--- src/rtl/rst_pkg.sv ---
// ----------------------------------------------------------------------------
// rst_pkg
// Shared definitions for the reset-tree blocks.
//   rst_state_t : sequencer state encodings (HOLD, FILTER, RELEASE, RUN)
//   clog2()     : ceil(log2(value)) with a floor of 1 bit, for sizing counters
// ----------------------------------------------------------------------------
package rst_pkg;

   typedef enum logic [1:0] {
      RST_HOLD    = 2'd0,
      RST_FILTER  = 2'd1,
      RST_RELEASE = 2'd2,
      RST_RUN     = 2'd3
   } rst_state_t;

   // A counter that must hold the values 0..value-1 never needs more than
   // this many bits; a 1-bit floor keeps degenerate parameters legal.
   function automatic int clog2(input int value);
      int w;
      w = 1;
      while ((1 << w) < value) w++;
      return w;
   endfunction

endpackage

--- src/rtl/rst_sequencer_sync_bit.sv ---
// ----------------------------------------------------------------------------
// sync_bit
// Multi-flop synchronizer for a single asynchronous level signal.
//   clk   : destination clock
//   rst_n : asynchronous active-low clear, forces every flop to 0
//   d     : asynchronous input
//   q     : input after SYNC_STAGES flops
// ----------------------------------------------------------------------------
module sync_bit #(
   parameter int SYNC_STAGES = 2
) (
   input  logic clk,
   input  logic rst_n,
   input  logic d,
   output logic q
);

   (* ASYNC_REG = "TRUE" *) logic [SYNC_STAGES-1:0] sync_ff;

   always_ff @(posedge clk or negedge rst_n) begin
      if (!rst_n) begin
         sync_ff <= '0;
      end else begin
         sync_ff <= {sync_ff[SYNC_STAGES-2:0], d};
      end
   end

   assign q = sync_ff[SYNC_STAGES-1];

endmodule

--- src/rtl/rst_sequencer.sv ---
// ----------------------------------------------------------------------------
// rst_sequencer
// Ordered reset-release sequencer. Waits for a filtered clock-lock
// indication, then releases NUM_STAGES subsystem resets one at a time
// (bit 0 first) spaced by STAGE_DLY cycles. Loss of lock or soft_rst
// re-asserts every stage at once.
//   clk          : sole clock
//   async_rst_n  : asynchronous active-low reset
//   locked       : asynchronous PLL/MMCM lock status
//   soft_rst     : synchronous level request, high holds all stages in reset
//   stage_rst    : registered active-high stage resets
//   all_released : high when every stage is released (state RUN)
//   seq_state    : current state encoding for debug
// ----------------------------------------------------------------------------
module rst_sequencer
   import rst_pkg::*;
#(
   parameter int NUM_STAGES  = 4,
   parameter int STAGE_DLY   = 16,
   parameter int LOCK_FILT   = 8,
   parameter int SYNC_STAGES = 2
) (
   input  logic                  clk,
   input  logic                  async_rst_n,
   input  logic                  locked,
   input  logic                  soft_rst,
   output logic [NUM_STAGES-1:0] stage_rst,
   output logic                  all_released,
   output logic [1:0]            seq_state
);

   localparam int CNT_W = clog2(LOCK_FILT);
   localparam int DLY_W = clog2(STAGE_DLY);
   localparam int IDX_W = clog2(NUM_STAGES);

   localparam logic [CNT_W-1:0] CNT_LAST = CNT_W'(LOCK_FILT - 1);
   localparam logic [DLY_W-1:0] DLY_LAST = DLY_W'(STAGE_DLY - 1);
   localparam logic [IDX_W-1:0] IDX_LAST = IDX_W'(NUM_STAGES - 1);

   rst_state_t            state, state_nxt;
   logic [CNT_W-1:0]      cnt, cnt_nxt;
   logic [DLY_W-1:0]      dly, dly_nxt;
   logic [IDX_W-1:0]      idx, idx_nxt;
   logic [NUM_STAGES-1:0] stage_rst_nxt;
   logic                  all_released_nxt;
   logic                  locked_s;
   logic                  ok;

   sync_bit #(
      .SYNC_STAGES (SYNC_STAGES)
   ) u_lock_sync (
      .clk   (clk),
      .rst_n (async_rst_n),
      .d     (locked),
      .q     (locked_s)
   );

   assign ok = locked_s & ~soft_rst;

   always_ff @(posedge clk or negedge async_rst_n) begin
      if (!async_rst_n) begin
         state        <= RST_HOLD;
         cnt          <= '0;
         dly          <= '0;
         idx          <= '0;
         stage_rst    <= '1;
         all_released <= 1'b0;
      end else begin
         state        <= state_nxt;
         cnt          <= cnt_nxt;
         dly          <= dly_nxt;
         idx          <= idx_nxt;
         stage_rst    <= stage_rst_nxt;
         all_released <= all_released_nxt;
      end
   end

   always_comb begin
      state_nxt        = state;
      cnt_nxt          = cnt;
      dly_nxt          = dly;
      idx_nxt          = idx;
      stage_rst_nxt    = stage_rst;
      all_released_nxt = all_released;

      // Abort wins over every other transition, including a release edge.
      if (!ok) begin
         state_nxt        = RST_HOLD;
         cnt_nxt          = '0;
         dly_nxt          = '0;
         idx_nxt          = '0;
         stage_rst_nxt    = '1;
         all_released_nxt = 1'b0;
      end else begin
         unique case (state)
            RST_HOLD: begin
               state_nxt     = RST_FILTER;
               cnt_nxt       = '0;
               stage_rst_nxt = '1;
            end
            RST_FILTER: begin
               if (cnt == CNT_LAST) begin
                  state_nxt = RST_RELEASE;
                  dly_nxt   = '0;
                  idx_nxt   = '0;
               end else begin
                  cnt_nxt = cnt + CNT_W'(1);
               end
            end
            RST_RELEASE: begin
               if (dly == DLY_LAST) begin
                  for (int i = 0; i < NUM_STAGES; i++) begin
                     if (idx == IDX_W'(i)) stage_rst_nxt[i] = 1'b0;
                  end
                  dly_nxt = '0;
                  // idx saturates on the last stage rather than wrapping.
                  if (idx == IDX_LAST) begin
                     state_nxt        = RST_RUN;
                     all_released_nxt = 1'b1;
                  end else begin
                     idx_nxt = idx + IDX_W'(1);
                  end
               end else begin
                  dly_nxt = dly + DLY_W'(1);
               end
            end
            RST_RUN: begin
            end
            default: begin
               state_nxt = RST_HOLD;
            end
         endcase
      end
   end

   assign seq_state = state;

endmodule

--- config.mk ---
export PLATFORM = sky130hd
export DESIGN_NAME = rst_sequencer
export DESIGN_NICKNAME = d
export VERILOG_FILES = /design/src/rtl/rst_pkg.sv /design/src/rtl/rst_sequencer_sync_bit.sv /design/src/rtl/rst_sequencer.sv
export SDC_FILE = /design/constraint.sdc
export NUM_CORES = 1
export LEC_CHECK = 0
export BUFFER_PORTS_ARGS = -buffer_cell sky130_fd_sc_hd__buf_2
export CAP_MARGIN = 20
export CORE_UTILIZATION = 30
export CTS_CLUSTER_SIZE = 40
export DETAILED_ROUTE_END_ITERATION = 8
export MAX_ROUTING_LAYER = met4
export PLACE_DENSITY = 0.56
export SYNTH_ARGS = -nofsm -noshare
export SYNTH_HDL_FRONTEND = slang
export SYNTH_SLANG_ARGS = --single-unit
--- constraint.sdc ---
create_clock -name clk -period 2.1 [get_ports clk]
set_input_delay 0 -clock clk [delete_from_list [all_inputs] [get_ports clk]]
set_output_delay 0 -clock clk [all_outputs]
set_load 0.01 [all_outputs]
# ---- Word level (Yosys, flattened, before mapping)
# Index checks and enable logic that the tools add are counted.
dict set report classes {
  add_sub_neg 3
  n_mul 0
  n_div 0
  magnitude_cmp 0
  n_eq_ne 22
  shifts 0
  mux 28
  bitwise 2
  reduce_logical 11
}
# operator n
set op_table {}
lappend op_table {{$ne 3x3->1 const B} 8}
lappend op_table {{$mux 4} 5}
lappend op_table {{$mux 2} 8}
lappend op_table {{$pmux 4 s2} 2}
lappend op_table {{$reduce_and 3->1} 5}
lappend op_table {{$ne 3x1->1 const B} 3}
lappend op_table {{$mux 1} 8}
lappend op_table {{$reduce_and 4->1} 2}
lappend op_table {{$eq 2x2->1 const B} 3}
lappend op_table {{$mux 3} 2}
lappend op_table {{$ne 2x1->1 const B} 3}
lappend op_table {{$pmux 2 s3} 1}
lappend op_table {{$pmux 3 s2} 1}
lappend op_table {{$add 4x1->4 const B} 1}
lappend op_table {{$eq 2x1->1 const B} 2}
lappend op_table {{$eq 4x4->1 const B} 1}
lappend op_table {{$logic_not 2->1} 2}
lappend op_table {{$ne 4x1->1 const B} 1}
lappend op_table {{$pmux 2 s2} 1}
lappend op_table {{$reduce_and 2->1} 2}
lappend op_table {{$add 3x1->3 const B} 1}
lappend op_table {{$eq 3x3->1 const B} 1}
lappend op_table {{$add 2x1->2 const B} 1}
lappend op_table {{$and 1x1->1} 1}
lappend op_table {{$not 1->1} 1}
dict set report word_totals {
  register_bits 18
  latch_bits 0
  ramBits 0
  mem_bits_ro 0
  in_bits 4
  output_inout_bits 7
  wordCells 76
  memories 0
}

# ---- Longest topological paths before layout
# Gate-level depths: netlist (run 1).
dict set report logic_depth {
  word_depth 5
  ltp_mapped 6
  depth_no_buf 5
}

# ---- Modules after synthesis
# A second synthesis (run 1) with hierarchy kept.
dict set report unflattened {
  cells_unflattened 100
  area_unflattened_um2 1062.3
}
# module n_inst cells_per_inst area_each_um2 seq_area_each_um2
set modules_own_cells {}
lappend modules_own_cells {rst_sequencer 1 98 1012.2 405.4}
lappend modules_own_cells {sync_bit 1 2 50.0 50.0}

# ---- Worst setup path before layout (run 1)
# Ideal clock, no wire load.
dict set report synth_path {
  kind {reg2reg}
  start {register state[1] (netlist: seq_state[1])}
  end {register state[0] (netlist: seq_state[0])}
  setup_time_ns 0.128
  t_arrival_ns 1.484
  required_ns 1.972
  slack_ns 0.489
  stages_incl_launch_ff 7
  n_path_buf 1
  synth_period_minus_slack_ns 1.611
  path_cell_list {dfrtp_1 > inv_1 > ha_1 > buf_4 > nor2b_1 > a211oi_2 > mux2_1}
}
dict set report synth_between {
  elab_chain_cells 3
  elab_cells_between_ends 10
  cone_classes {eq/ne (6); mux (2); reduce/logical (2)}
}
# item line
set synth_rtl {}
lappend synth_rtl {{start, declared} rst_sequencer.sv:40} ;# rst_state_t state, state_nxt;
lappend synth_rtl {{start signal, assigned} rst_sequencer.sv:69} ;# state <= state_nxt;
lappend synth_rtl {{$eq 2x2->1, or another cell as far along} rst_sequencer.sv:95} ;# unique case (state)
lappend synth_rtl {{$ne 4x1->1 (no line), or another cell as far along} --}
lappend synth_rtl {{$reduce_and 4->1 (no line) / $mux 2 (equally long branches)} --}
# Parallel ways exist; a longest one is shown, timed or not.
# A chain may end at the register's enable or synchronous reset.

# ---- Final worst setup path (run 1)
# Same ends and word-level chain as after synthesis.

==> flow_metrics.tcl, run 1 <==
set metrics [dict create \
    wl_um 2040 \
    power.density_nw_per_um2 580 \
    period_needed_ns 1.78 \
    use_met2_pct 21.4 \
    hpwl_um 1510 \
    core_um2 3150 \
    cp-end-kind "flip-flop" \
    path_delay_family "flip-flops" \
    r2r_start "seq_state[1]" \
    synthTopCellsByArea "dfrtp_1 (34%), ha_1 (12%), dfstp_2 (10%), mux2i_1 (2.9%), o32a_1 (2.9%)" \
    rsz0062_at_grt "no" \
    cts_buffers 3 \
    crit_end "seq_state[0]" \
    fmax_mhz 561 \
    initial_core_util_pct 32.7 \
    drt_iter0_drc 26 \
    slowest_delay_ns 0.43 \
    yosysUniqueCellTypes 37 \
    met3_usage_pct 4.90 \
    status "finished, final reports clean" \
    viasPerCell 5.05 \
    synth-async-reset-ratio_pct 100 \
    use_met1_pct 16.3 \
    setup-tns-final_ns 0 \
    wire_per_inst_um 13.6 \
    place_congestion 0.783 \
    startpoint_type "flip-flop" \
    synthCells 93 \
    synth-edff-count 0 \
    path_cells "inv_1 -> ha_1 -> nor3_1 -> a211oi_2 -> mux2_1" \
    yosys.area.top_type_share_pct 33.9 \
    finClkSkew_ns 0.00201 \
    top_usage_layer "met2" \
    reg2reg_depth 5 \
    post_cts_buffers 0 \
    dr_total_vias 758 \
    cts.clk_slew.worst_paths_ns 0.11 \
    hold_viol 0 \
    path_buf_inv 1 \
    finalMaxSlewViolations 0 \
    synth_nets 107 \
    grt_pass1_wl_um 3510 \
    syn2layout_area_growth_pct 14.1 \
    grt_max_degree 19 \
    syn-cell-area_um2 1030 \
    mostFrequentLayoutCells "dfrtp_1 (14), ha_1 (10), buf_2 (10)" \
    ctsHoldBuffers 2 \
    nFillCells 343 \
    synth-seq-cells 18 \
    fin_nets 121 \
    dr.pass1.iters 4 \
    drc 0 \
    seq_area_um2 455 \
    die_area_um2 3680 \
    antenna_found_initial 0 \
    critical_path_class "reg -> reg" \
    r2r_slack_ns 0.32 \
    worst_pin_slew_ns 0.388 \
    io_buffers 10 \
    io_pins 11 \
    critical_path_depth 5 \
    clk_path_buf_depth 2 \
    ir_drop_uv 372 \
    grt_usage_pct 13.7 \
    setup_viol 0 \
    ys_seq_area_share_pct 44.1 \
    drive_above_1_share_pct 23.6 \
    cts_tree "done" \
    cp-startpoint "seq_state[1]" \
    ys.flop_type "dfrtp_1" \
    yosysTopAreaCell "dfrtp_1" \
    synth_area_per_cell_um2 11.1 \
    grt_pass1_vias 773 \
    drv_cap 0 \
    arrival_ns 1.98 \
    final_common_cell "dfrtp_1" \
    antenna_cells 0 \
    root_buffer "clkbuf_4" \
    h-tree-depth 1 \
    slew_headroom_pct 73.6 \
    multi_input_area_um2 534 \
    reg2reg_to "seq_state[0]" \
    synth_warnings 0 \
    worst-path-max-fanout 10 \
    drtAntennaViolNets 0 \
    rows 20 \
    timing.final.crit_share_pct 84.9 \
    gr-total-overflow 0 \
    power.leakage_uw 0.000533 \
    clock_latency_ns 0.30 \
    dieHeight_um 60.7 \
    slowest_stage "dfrtp_1" \
    cts_resized 0 \
    die_x_um 60.7 \
    cp.required_ns 2.29 \
    hold_slack_ns 0.120 \
    clkSinkCount 18 \
    hold_path_class "in -> reg" \
]
==> worst min-delay path by stage <==
stage                start           end  slack (ns)  cells past startpoint
4_1_cts           soft_rst        idx[0]        0.12                      4
6_report          soft_rst        idx[0]        0.12                      4
3_5_place_dp   async_rst_n  seq_state[1]       -0.05                      1
2_1_floorplan  async_rst_n  all_released       -0.30                      0
5_1_grt           soft_rst        idx[0]        0.16                      4
3_3_place_gp   async_rst_n  seq_state[1]       -0.04                      1
==> layout make-up <==
type                       instances  area share [%]
multi-input combinational         66            45.4
inverter                           5            1.59
clock buffer                       4            3.08
sequential                        18            38.7
timing repair buffer              13            6.59
tap                               44            4.68
==> flip-flops by register name, indices dropped and copies added (netlist names) <==
signal,cells
stage_rst,4
all_released,1
seq_state,2
cnt,3
u_lock_sync.sync_ff,2
dly,4
idx,2
==> power breakdown <==
group          total (uW)  internal, uW  switching [uW]
sequential            360           354            5.87
clock                 220           106             114
combinational         103          39.1            63.6
total                 683           499             184
==> metal layers <==
metal	wire length, um	share of wire, %
met3	112	5.5
met5	0	0
met4	20	0.98
met2	964	47
met1	944	46
==> tightest hold or removal path: cells and delay by family <==
kind	cells	cell delay, ns
and+or+nand+nor	2	0.19
muxes	1	0.09
buffers and inverters	1	0.11
==> Yosys cell counts, types with 2 or more instances <==
master     instances
a21boi_0           4
a22oi_1            2
a2bb2oi_1          2
buf_4              2
dfrtp_1           14
dfstp_2            4
ha_1              10
inv_1              5
mux2_2             2
mux2i_1            3
nand2_1            3
nand2b_1           2
nand3_1            4
nand4_1            3
nor2_1             8
nor2b_1            2
o32a_1             3
==> cells by family after synthesis <==
group | share of synthesized area, %
AND/OR/NAND/NOR | 16.0
AO/OA/AOI/OAI | 15.3
flip-flops | 44.1
adder cells (fa/ha/maj) | 12.1
buffers and inverters | 4.12
multiplexers | 7.51
XOR/XNOR | 0.849
==> through the flow <==
step	std cells	worst slack (ns)	utilization [%]	cell area, um^2	power, uW
after floorplan	93	0.489	-	1030	439
after global placement	144	0.384	35.6	1120	463
after detailed placement	144	0.338	35.6	1120	468
after CTS	150	0.296	37.3	1180	691
after global routing	150	0.188	37.3	1180	717
final	150	0.316	37.3	1180	683
Power figures use the tool's default switching activity.
==> run 2, diff against run 1 <==
==> constraint.sdc (replaced) <==
create_clock -name clk -period 1.65 [get_ports clk]
set_input_delay 0 -clock clk [delete_from_list [all_inputs] [get_ports clk]]
set_output_delay 0 -clock clk [all_outputs]
set_load 0.01 [all_outputs]
==> flow_metrics.tcl, run 2 (synthesis results as in run 1) <==
set metrics [dict create \
    hpwl_um 1470 \
    cp.required_ns 1.84 \
    root_buffer "clkbuf_4" \
    cts.clk_slew.worst_paths_ns 0.11 \
    slowest_stage "dfrtp_1" \
    antenna_found_initial 0 \
    slowest_delay_ns 0.43 \
    seq_area_um2 455 \
    drc 0 \
    core_um2 3150 \
    mostFrequentLayoutCells "dfrtp_1 (14), buf_2 (10), nor2_1 (8), ha_1 (8), buf_4 (6)" \
    reg2reg_depth 5 \
    nFillCells 333 \
    grt_pass1_vias 740 \
    power.density_nw_per_um2 722 \
    antenna_cells 0 \
    finalMaxSlewViolations 0 \
    ir_drop_uv 363 \
    wl_um 2040 \
    power.leakage_uw 0.000557 \
    r2r_slack_ns 0.06 \
    viasPerCell 4.92 \
    grt_max_degree 19 \
    die_x_um 60.7 \
    setup_viol 0 \
    dr_total_vias 768 \
    hold_slack_ns 0.156 \
    dieHeight_um 60.7 \
    hold_path_class "in -> async" \
    place_congestion 0.798 \
    cp-startpoint "seq_state[1]" \
    initial_core_util_pct 32.7 \
    arrival_ns 1.78 \
    grt_usage_pct 13.6 \
    finClkSkew_ns 0.00226 \
    wire_per_inst_um 13.0 \
    timing.final.crit_share_pct 96.6 \
    multi_input_area_um2 539 \
    dr.pass1.iters 4 \
    drive_above_1_share_pct 28.6 \
    clock_latency_ns 0.29 \
    path_delay_family "flip-flops" \
    period_needed_ns 1.59 \
    syn2layout_area_growth_pct 19.2 \
    cp-end-kind "flip-flop" \
    rows 20 \
    fmax_mhz 628 \
    final_common_cell "dfrtp_1" \
    path_buf_inv 1 \
    fin_nets 127 \
    path_cells "inv_1 -> ha_1 -> nor3_1 -> a211oi_2 -> mux2_1" \
    worst-path-max-fanout 5 \
    worst_pin_slew_ns 0.414 \
    status "finished, final reports clean" \
    clk_path_buf_depth 2 \
    power_uw 888 \
    post_cts_buffers 0 \
    io_buffers 10 \
    grt_pass1_wl_um 3420 \
    r2r_start "seq_state[1]" \
    drtAntennaViolNets 0 \
    clkSinkCount 18 \
    rsz0062_at_grt "yes" \
    io_pins 11 \
    hold_viol 0 \
    drv_cap 0 \
    reg_top3 "dly: 4 flops, stage_rst: 4 flops, cnt: 3 flops" \
    gr-total-overflow 0 \
    drt_iter0_drc 25 \
    reg2reg_to "seq_state[0]" \
    startpoint_type "flip-flop" \
    h-tree-depth 1 \
    slew_headroom_pct 72.4 \
    die_area_um2 3680 \
    cts_tree "done" \
    critical_path_class "reg -> reg" \
    cts_buffers 3 \
]
## run 2: how the worst max path moves through the flow
| stage | endpoint | slack [ns] | cells past startpoint |
|---|---|---|---|
| after floorplan | seq_state[0] | 0.04 | 6 |
| after global placement | dly[3] | 0.06 | 5 |
| after detailed placement | seq_state[0] | 0.01 | 5 |
| after CTS | seq_state[0] | 0.01 | 5 |
| after global routing | idx[1] | -0.05 | 5 |
| final | seq_state[0] | 0.06 | 5 |
## run 2: per-layer routing
metal / vias up / global-route usage [%] / share of wire [%]
li1: 377 / - / -
met4: 0 / 6.49 / 1.1
met3: 2 / 2.77 / 3.7
met2: 17 / 19.5 / 43
met1: 372 / 18.3 / 52
met5: - / - / 0
## run 2: repair_timing
action	4_1_cts	5_1_grt
hold buffers	3	0
endpoints found under the hold margin	20	0
resized for setup	1	1
pin swaps	0	0
setup endpoints to repair	1	5
## run 2: final cells by class
class / count / share of cell area (%)
multi-input cells: 66 / 43.8
flip-flops and latches: 18 / 37.0
repair buffers: 19 / 10.2
well taps: 44 / 4.48
clock buffers: 4 / 2.95
inverters: 5 / 1.53
## run 2: report_power, final
part | switching [uW] | internal, uW
clock network | 150 | 134
registers | 6.50 | 451
logic | 84.3 | 62.1
total | 240 | 647
## run 2: stage by stage
step | cells | worst slack [ns] | TNS [ns] | utilization, % | area, um^2
floorplan | 93 | 0.0386 | 0 | - | 1030
global placement | 149 | 0.0600 | 0 | 36.7 | 1160
detailed placement | 149 | 0.0132 | 0 | 36.7 | 1160
CTS | 156 | 0.0111 | 0 | 38.9 | 1230
global route | 156 | -0.0492 | -0.150 | 39.0 | 1230
finish | 156 | 0.0566 | 0 | 39.0 | 1230
==> run 3, diff against run 2 <==
--- a/config.mk
+++ b/config.mk
@@ -5,6 +5,7 @@
 export SDC_FILE = /design/constraint.sdc
 export NUM_CORES = 1
 export LEC_CHECK = 0
+export ABC_AREA = 1
 export BUFFER_PORTS_ARGS = -buffer_cell sky130_fd_sc_hd__buf_2
 export CAP_MARGIN = 20
 export CORE_UTILIZATION = 30
@@ -14,4 +15,5 @@
 export PLACE_DENSITY = 0.56
 export SYNTH_ARGS = -nofsm -noshare
 export SYNTH_HDL_FRONTEND = slang
+export SYNTH_HIERARCHICAL = 1
 export SYNTH_SLANG_ARGS = --single-unit
==> flow_metrics.tcl, run 3 <==
set metrics [dict create \
    reg2reg_to "idx[1]" \
    cts_buffers 3 \
    die_x_um 60.7 \
    nFillCells 360 \
    viasPerCell 4.37 \
    clkSinkCount 18 \
    r2r_start "cnt[0]" \
    die_area_um2 3690 \
    period_needed_ns 1.47 \
    min_path_cells 4 \
    dr.pass1.iters 4 \
    hold_path_startpoint "soft_rst" \
    finalMaxSlewViolations 0 \
    hpwl_um 1430 \
    dpl.cell_count 177 \
    worst_slack_ns 0.179 \
    status "finished, final reports clean" \
    fmax_mhz 680 \
    drc 0 \
    drt_iter0_drc 13 \
    synth_area_per_cell_um2 8.41 \
    root_buffer "clkbuf_4" \
    setup-tns-final_ns 0 \
    synth-seq-cells 18 \
    worst-path-max-fanout 7 \
    multi_input_area_um2 515 \
    worst_pin_slew_ns 0.416 \
    gr-total-overflow 0 \
    fin_nets 154 \
    seq_area_um2 455 \
    cts_tree "done" \
    dr_total_vias 800 \
    grt_pass1_wl_um 3290 \
    power.leakage_uw 0.000598 \
    drv_cap 0 \
    synthTopCellsByArea "dfrtp_1 (34%), nand2_1 (12%), ha_1 (12%), dfstp_2 (10%), nand3_1 (6.3%)" \
    ir_drop_uv 440 \
    mostFrequentLayoutCells "nand2_1 (34), dfrtp_1 (14), inv_1 (13), nand3_1 (13)" \
    grt_pass1_vias 747 \
    grt_max_degree 19 \
    reg2reg_depth 8 \
    drtAntennaViolNets 0 \
    slew_headroom_pct 72.3 \
    io_pins 11 \
    rsz0062_at_grt "no" \
    initial_core_util_pct 32.8 \
    io_buffers 10 \
    r2r_slack_ns 0.18 \
    power.density_nw_per_um2 711 \
    synth-edff-count 0 \
    rows 20 \
    h-tree-depth 1 \
    synth-async-reset-ratio_pct 100 \
    hold_viol 0 \
    synth_warnings 6 \
    yosysMostFrequentCell "nand2_1" \
    finClkSkew_ns 0.00378 \
    yosys.area.top_type_share_pct 33.9 \
    wl_um 1840 \
    setup_viol 0 \
    startpoint_type "flip-flop" \
    dieHeight_um 60.7 \
    worst_hold_path.endpoint "all_released" \
    ys.flop_type "dfrtp_1" \
    synth_nets 137 \
    grt_usage_pct 12.8 \
    antenna_found_initial 0 \
    clock_latency_ns 0.29 \
    synthCells 123 \
    yosysTopAreaCell "dfrtp_1" \
    arrival_ns 1.66 \
    cts.clk_slew.worst_paths_ns 0.11 \
    final_cells 183 \
    final_common_cell "nand2_1" \
    synth_common_cells "nand2_1 (34), dfrtp_1 (14), inv_1 (13), nand3_1 (13), ha_1 (10)" \
    cp-end-kind "flip-flop" \
    pre_cts_ws_ns 0.203 \
    critical_path_class "reg -> reg" \
    ys_seq_area_share_pct 44.0 \
    wire_per_inst_um 10.1 \
    core_um2 3150 \
    yosysUniqueCellTypes 22 \
    cp.required_ns 1.84 \
    hold_slack_ns 0.0209 \
    place_congestion 0.763 \
    clk_path_buf_depth 2 \
    drive_above_1_share_pct 25.2 \
    hold_path_class "in -> reg" \
    timing.final.crit_share_pct 89.1 \
    reg_top3 "dly: 4 flops, stage_rst: 4 flops, cnt: 3 flops" \
    antenna_cells 0 \
    syn-cell-area_um2 1030 \
    syn2layout_area_growth_pct 15.8 \
]
-- run 3: repair_timing --
action                                  in CTS  in global routing
endpoints found under the hold margin       19                  0
setup buffers                                0                  0
resized for setup                            0                  1
endpoints found under the setup margin       0                  2
hold buffers                                 2                  0
-- run 3: worst max path at each step --
| stage | from | to |
|---|---|---|
| 2_1_floorplan | seq_state[0] | idx[1] |
| 3_3_place_gp | cnt[0] | idx[1] |
| 3_5_place_dp | seq_state[1] | idx[1] |
| 4_1_cts | seq_state[1] | idx[1] |
| 5_1_grt | seq_state[0] | idx[1] |
| 6_report | cnt[0] | idx[1] |
-- run 3: area by class of cell --
type	instances	share of cell area, %
clock buffer	4	3.03
inverter	17	5.53
multi-input combinational	88	43.0
sequential	18	38.0
timing repair buffer	12	5.85
tap	44	4.59
-- run 3: worst max-delay path, stage by stage (launching register included) --
cell and delay [ns]:
dfrtp_1 0.41, ha_1 0.21, ha_1 0.19, nor2_1 0.13, nand2_2 0.11, nand2_4 0.13, inv_4 0.04, nand3b_1 0.08
nand2_1 0.06
-- run 3: per-stage QoR --
step | area [um^2] | power, uW | util (%)
6_report | 1200 | 852 | 38.0
5_1_grt | 1200 | 901 | 38.0
4_1_cts | 1200 | 874 | 37.9
3_5_place_dp | 1140 | 585 | 36.2
3_3_place_gp | 1140 | 581 | 36.2
2_1_floorplan | 1030 | 549 | -
-- run 3: logic make-up after synthesis --
group           after synthesis  share of synthesized area, %
simple gates                 69                          32.3
buf+inv                      17                          6.41
fa+ha+maj                    10                          12.1
flops                        18                          44.0
compound gates                9                          5.20
-- run 3: layer usage --
| metal | vias to the layer above | global-route usage [%] | wire length (um) |
|---|---|---|---|
| met4 | 0 | 3.90 | 16 |
| met2 | 14 | 19.6 | 797 |
| met3 | 2 | 3.84 | 72 |
| met5 | - | - | 0 |
| met1 | 363 | 16.3 | 953 |
| li1 | 421 | - | - |
-- run 3: power breakdown --
part | total (uW) | switching [uW] | internal, uW
Combinational | 117 | 77.4 | 39.3
Sequential | 461 | 8.44 | 453
Clock | 274 | 139 | 134
Total | 852 | 225 | 627
